==> src/rtl/mdu_iterative.sv <==
// rtl/mdu_iterative.sv - iterative MULT/MULTU/DIV/DIVU unit for the EXE stage
// Holds busy while computing and keeps HI/LO valid until the instruction leaves EXE.
module mdu_iterative #(
   parameter int MUL_CYCLES = 2
) (
   input  logic        clk,
   input  logic        rst,
   input  logic        start_i,
   input  logic [1:0]  op_i,
   input  logic [31:0] src_a_i,
   input  logic [31:0] src_b_i,
   input  logic        flush_i,
   input  logic        advance_i,
   output logic        busy_o,
   output logic        result_valid_o,
   output logic [31:0] hi_o,
   output logic [31:0] lo_o
);

   typedef enum logic [1:0] {S_IDLE, S_MUL, S_DIV, S_DONE} state_t;

   localparam logic [4:0] LP_MUL_LAST = 5'(MUL_CYCLES - 1);
   localparam logic [4:0] LP_DIV_LAST = 5'd31;

   state_t      r_state;
   state_t      w_next;
   logic [4:0]  r_cnt;
   logic [31:0] r_a;
   logic [31:0] r_b;
   logic [31:0] r_rem;
   logic [31:0] r_hi;
   logic [31:0] r_lo;
   logic        r_sa;
   logic        r_sb;
   logic        r_divz;

   logic        w_start;
   logic        w_signed;
   logic        w_neg_a;
   logic        w_neg_b;
   logic [31:0] w_a_mag;
   logic [31:0] w_b_mag;
   logic [63:0] w_mul_a;
   logic [63:0] w_mul_b;
   logic [63:0] w_prod;
   logic [32:0] w_trial;
   logic        w_ge;
   logic [31:0] w_rem_nx;
   logic [31:0] w_q_nx;
   logic [31:0] w_q_fix;
   logic [31:0] w_r_fix;

   assign w_start  = (r_state == S_IDLE) && start_i && !flush_i;
   assign w_signed = ~op_i[0];
   assign w_neg_a  = w_signed & src_a_i[31];
   assign w_neg_b  = w_signed & src_b_i[31];
   assign w_a_mag  = w_neg_a ? (32'd0 - src_a_i) : src_a_i;
   assign w_b_mag  = w_neg_b ? (32'd0 - src_b_i) : src_b_i;

   // Sign-extending both operands to 64 bits gives the same low 64 bits as a 33x33 signed product.
   assign w_mul_a = {{32{r_sa}}, r_a};
   assign w_mul_b = {{32{r_sb}}, r_b};
   assign w_prod  = w_mul_a * w_mul_b;

   // Restoring step: r_a shifts dividend bits out the top and quotient bits in at the bottom.
   assign w_trial  = {r_rem, r_a[31]};
   assign w_ge     = (w_trial >= {1'b0, r_b});
   assign w_rem_nx = w_ge ? (w_trial[31:0] - r_b) : w_trial[31:0];
   assign w_q_nx   = {r_a[30:0], w_ge};
   assign w_q_fix  = (r_sa ^ r_sb) ? (32'd0 - w_q_nx) : w_q_nx;
   assign w_r_fix  = r_sa ? (32'd0 - w_rem_nx) : w_rem_nx;

   always_comb begin
      w_next = r_state;
      case (r_state)
         S_IDLE: if (start_i) w_next = op_i[1] ? S_DIV : S_MUL;
         S_MUL:  if (r_cnt == LP_MUL_LAST) w_next = S_DONE;
         S_DIV:  if (r_cnt == LP_DIV_LAST) w_next = S_DONE;
         S_DONE: if (advance_i) w_next = S_IDLE;
         default: w_next = S_IDLE;
      endcase
      if (flush_i) w_next = S_IDLE;
   end

   always_ff @(posedge clk) begin
      if (rst) begin
         r_state <= S_IDLE;
         r_cnt   <= 5'd0;
         r_a     <= 32'd0;
         r_b     <= 32'd0;
         r_rem   <= 32'd0;
         r_hi    <= 32'd0;
         r_lo    <= 32'd0;
         r_sa    <= 1'b0;
         r_sb    <= 1'b0;
         r_divz  <= 1'b0;
      end else begin
         r_state <= w_next;
         case (r_state)
            S_IDLE: begin
               r_cnt <= 5'd0;
               if (w_start) begin
                  r_sa   <= w_neg_a;
                  r_sb   <= w_neg_b;
                  r_divz <= (src_b_i == 32'd0);
                  r_rem  <= 32'd0;
                  r_a    <= op_i[1] ? w_a_mag : src_a_i;
                  r_b    <= op_i[1] ? w_b_mag : src_b_i;
               end
            end
            S_MUL: begin
               r_cnt <= r_cnt + 5'd1;
               if (!flush_i && r_cnt == LP_MUL_LAST) begin
                  r_hi <= w_prod[63:32];
                  r_lo <= w_prod[31:0];
               end
            end
            S_DIV: begin
               r_cnt <= r_cnt + 5'd1;
               r_a   <= w_q_nx;
               r_rem <= w_rem_nx;
               // Divide by zero: the remainder already equals the dividend, only LO needs forcing.
               if (!flush_i && r_cnt == LP_DIV_LAST) begin
                  r_hi <= w_r_fix;
                  r_lo <= r_divz ? 32'hFFFF_FFFF : w_q_fix;
               end
            end
            default: ;
         endcase
      end
   end

   assign busy_o = !flush_i && (((r_state == S_IDLE) && start_i) ||
                                (r_state == S_MUL) || (r_state == S_DIV));
   assign result_valid_o = (r_state == S_DONE);
   assign hi_o = r_hi;
   assign lo_o = r_lo;

endmodule

==> config.mk <==
export PLATFORM = sky130hd
export DESIGN_NAME = mdu_iterative
export DESIGN_NICKNAME = d
export VERILOG_FILES = /design/src/rtl/mdu_iterative.sv
export SDC_FILE = /design/constraint.sdc
export NUM_CORES = 2
export LEC_CHECK = 0
export BUFFER_PORTS_ARGS = -buffer_cell sky130_fd_sc_hd__buf_2
export CAP_MARGIN = 15
export CORE_MARGIN = 2
export CORE_UTILIZATION = 26
export CTS_CLUSTER_SIZE = 12
export DETAILED_ROUTE_END_ITERATION = 6
export MAX_ROUTING_LAYER = met4
export SETUP_SLACK_MARGIN = 0.2
export SYNTH_ARGS = -nofsm -noshare
export SYNTH_HDL_FRONTEND = slang
export SYNTH_SLANG_ARGS = --single-unit
export TNS_END_PERCENT = 20
==> constraint.sdc <==
create_clock -name clk -period 13.9 [get_ports clk]
set_clock_uncertainty 0.15 [all_clocks]
set_input_delay 0.695 -clock clk [delete_from_list [all_inputs] [get_ports clk]]
set_output_delay 0.695 -clock clk [all_outputs]
set_load 0.01 [all_outputs]
==> impl_metrics.csv <==
group,metric,value,unit
cts,cts_root_buf,"clkbuf_16",
finish,nets,7207,
placed_design,gp_congestion,0.954,
worst_setup_path,reg2regPathDepth,28,
logic_synthesis,synth-seq-cells,170,
logic_synthesis,syn_inst,5856,
sta,rsz0062_at_grt,"false",
worst_setup_path,start_kind,"flop",
die,num_rows,161,
logic_synthesis,seq_area_frac_synth,0.0675,
die,dieHeight,444,um
die,die-area,0.197,mm^2
cts,clk_pin_slew,80,ps
sta,maxSlewViolCount,0,
worst_setup_path,max_stage_delay,740,ps
logic_synthesis,synth_compound_area_frac,0.0909,
power_and_ir_drop,power_leakage,26.4,nW
flow_run,maxCapViolations,0,
grt,antenna_found_initial,30,
worst_setup_path,cp.depth,28,
grt,grt_max_degree,110,
drt,wl_per_cell,21.3,um
drt,vias,40800,
sta,hold_viol,0,
logic_synthesis,yosys.area_share.adder,0.511,
logic_synthesis,synth_edf_count,0,
worst_setup_path,cp_top_family,"adder cells",
worst_setup_path,critical_path_class,"reg -> reg",
cts,tritoncts,"done",
min_path,hold_start,"flush_i",
worst_setup_path,critPathMostFrequentCell,"fa_1",
sta,setup_tns,0,ps
logic_synthesis,yosys_warnings,0,
worst_setup_path,critPathRequiredTime,14150,ps
logic_synthesis,ys_types,94,
drt,viasPerCell,4.92,
worst_setup_path,cp_max_fo,52,
finish,drive_above_1_share,0.0564,
die,die_width,444,um
power_and_ir_drop,powerDensity,52.1,mW/mm^2
finish,final_area,0.0544,mm^2
worst_setup_path,cpMaxStageDelayCell,"fa_1",
cts,ctsLongestPathBuffers,2,
cts,post_cts_resized,0,
logic_synthesis,synth_area_per_cell,8.61,um^2
die,pin_count,137,
drt,postRouteAntennaNets,0,
drt,route.detailed.drc,0,
worst_setup_path,crit_path_end_kind,"flop",
sta,worst_pin_slew,1120,ps
logic_synthesis,async_reset_ff_frac,0,
grt,gr-total-overflow,0,
sta,fin_hold_ws,300,ps
grt,grt_pass1_vias,43600,
sta,final.period_utilization,0.724,
finish,syn_to_final_growth,7.82,%
grt,grt_pass1_wl,271000,um
worst_setup_path,cp_num_buf_inv,8,
min_path,hold_path_end,"r_state[0]",
cts,htree_levels,4,
logic_synthesis,synthesis.area,0.0504,mm^2
grt,grt.total_usage,0.187,
sta,layout_min_cycle_time,10060,ps
sta,slew_headroom,0.251,
logic_synthesis,yosys.area_share.simple,0.176,
worst_setup_path,arrival,10310,ps
cts,insertion_delay,530,ps
worst_setup_path,reg2reg_to,"hi_o[27]",
drt,first_iter_violations,3342,
sta,setup_viol,0,
placed_design,place_area,0.0537,mm^2
cts,ctsHoldBuffers,0,
worst_setup_path,ff2ff_setup_slack,3840,ps
cts,cts_buffers,17,
worst_setup_path,r2r-start,"r_sa",
placed_design,hpwl,135000,um
logic_synthesis,syn_nets,7310,
run_status,run_status,"finished clean",
die,start_util,0.262,
logic_synthesis,synth_xor_area_frac,0.0353,
cts,clock_sinks,170,
min_path,hold_depth,2,
power_and_ir_drop,power,2.83,mW
drt,firstDrtPassIters,6,
logic_synthesis,synth_top_family_by_area,"adder cells",
logic_synthesis,synth_top_flop_cell,"dfxtp_1",
logic_synthesis,synth_mux_area_frac,0.00494,
min_path,min_path_type,"in -> reg",
drt,routed_wl,177000,um
power_and_ir_drop,ir_drop,0.0986,mV
cts,post_cts_buffers,0,
sta,fmax,0.0994,GHz
die,coreArea,0.193,mm^2
placed_design,port_buffers,136,
worst reg2reg max path: cells and delay by family, from the launching register on:
kind / cells / cell delay, ps
buf+inv: 8 / 2270
xor+xnor: 1 / 110
fa+ha+maj: 9 / 4620
compound gates: 6 / 1660
simple gates: 4 / 810
flops: 1 / 320
placed cells by master (no fill, tap or decap), types with 12 or more instances in the layout:
cell       instances
inv_1           1177
fa_1            1126
nand2_1          761
and2_1           458
nor2_1           346
ha_1             256
a21oi_1          208
dfxtp_1          166
buf_2            135
xnor2_1          127
o21ai_0          111
buf_4             94
xor2_1            75
a211oi_1          65
nor3_1            47
nand3_1           46
a21o_1            43
nor2b_1           37
nand2b_1          30
a22oi_1           28
a31oi_1           22
nor4_1            21
mux2i_1           20
or3_1             19
o211ai_1          18
and3_1            17
clkbuf_16         17
o31ai_1           16
o41ai_1           16
diode_2           15
o21a_1            15
or4_1             15
a311oi_1          14
o21bai_1          13
nand4_1           12
nand3b_1          12
kinds of logic after synthesis:
group	count (synthesis)
and+or+nand+nor	1858
buffers and inverters	1533
muxes	24
xor gates and xnor gates	203
DFF	170
AOI/OAI and AO/OA	685
adders and majority gates	1383
per-stage QoR:
stage                     setup slack [ps]   util  std cells
after floorplan                       5010      -       5856
after global placement                4000  0.279       8260
after detailed placement              3940  0.279       8260
after CTS                             3910  0.282       8292
after global routing                  3420  0.282       8303
final                                 3840  0.282       8307
cell usage after synthesis (15+ instances only):
| cell | instances | area share |
|---|---|---|
| a22oi_1 | 28 | 0.0042 |
| a211oi_1 | 65 | 0.0097 |
| xnor2_1 | 128 | 0.022 |
| nand3_1 | 46 | 0.0046 |
| fa_1 | 1126 | 0.45 |
| inv_1 | 1177 | 0.088 |
| nor3_1 | 47 | 0.0047 |
| o211ai_1 | 18 | 0.0027 |
| a31oi_1 | 22 | 0.0027 |
| nor2b_1 | 37 | 0.0046 |
| clkbuf_1 | 299 | 0.022 |
| nor2_1 | 348 | 0.026 |
| nand2b_1 | 30 | 0.0037 |
| mux2i_1 | 20 | 0.0040 |
| o31ai_1 | 16 | 0.0024 |
| o21a_1 | 15 | 0.0022 |
| nor4_1 | 23 | 0.0029 |
| a21oi_1 | 209 | 0.021 |
| buf_1 | 36 | 0.0027 |
| or4_1 | 15 | 0.0022 |
| and3_1 | 17 | 0.0021 |
| o21ai_0 | 111 | 0.011 |
| or3_1 | 19 | 0.0024 |
| o41ai_1 | 16 | 0.0028 |
| nand2_1 | 761 | 0.057 |
| xor2_1 | 75 | 0.013 |
| ha_1 | 257 | 0.064 |
| and2_1 | 458 | 0.057 |
| dfxtp_1 | 170 | 0.068 |
| a21o_1 | 43 | 0.0064 |
flip-flops by register name, summed over array words and instances (netlist names):
register and count:
hi_o 32, lo_o 32, r_a 32, r_b 32, r_rem 32, r_cnt 5
r_state 2, r_divz 1, r_sa 1, r_sb 1
worst max path at each step:
stage	start	end	slack, ps
CTS	r_sa	hi_o[27]	3910
finish	r_sa	hi_o[27]	3840
detailed placement	r_sa	hi_o[27]	3940
global route	r_sa	hi_o[27]	3420
global placement	r_sa	hi_o[27]	4000
floorplan	r_sa	hi_o[27]	5010
area by class of cell:
class,count,area (um^2)
Fill cell,20600,138000
Multi-Input combinational cell,4153,41300
Inverter,1181,4440
Sequential cell,170,3410
Tap cell,2526,3160
Timing Repair Buffer,230,1390
Clock buffer,17,425
Clock inverter,15,211
Antenna cell,15,37.5
layer usage:
metal / routed length [um] / vias up / track usage
li1: - / 17600 / -
met1: 67200 / 21100 / 0.219
met2: 86400 / 1691 / 0.311
met4: 11100 / 0 / 0.0944
met3: 12400 / 466 / 0.0282
met5: 0 / - / -
power breakdown:
group | internal [mW] | total (mW) | switching (mW)
clock network | 0.249 | 0.536 | 0.287
registers | 0.513 | 0.551 | 0.0376
logic | 0.583 | 1.74 | 1.16
No activity file was read; power rests on OpenSTA's default activity.
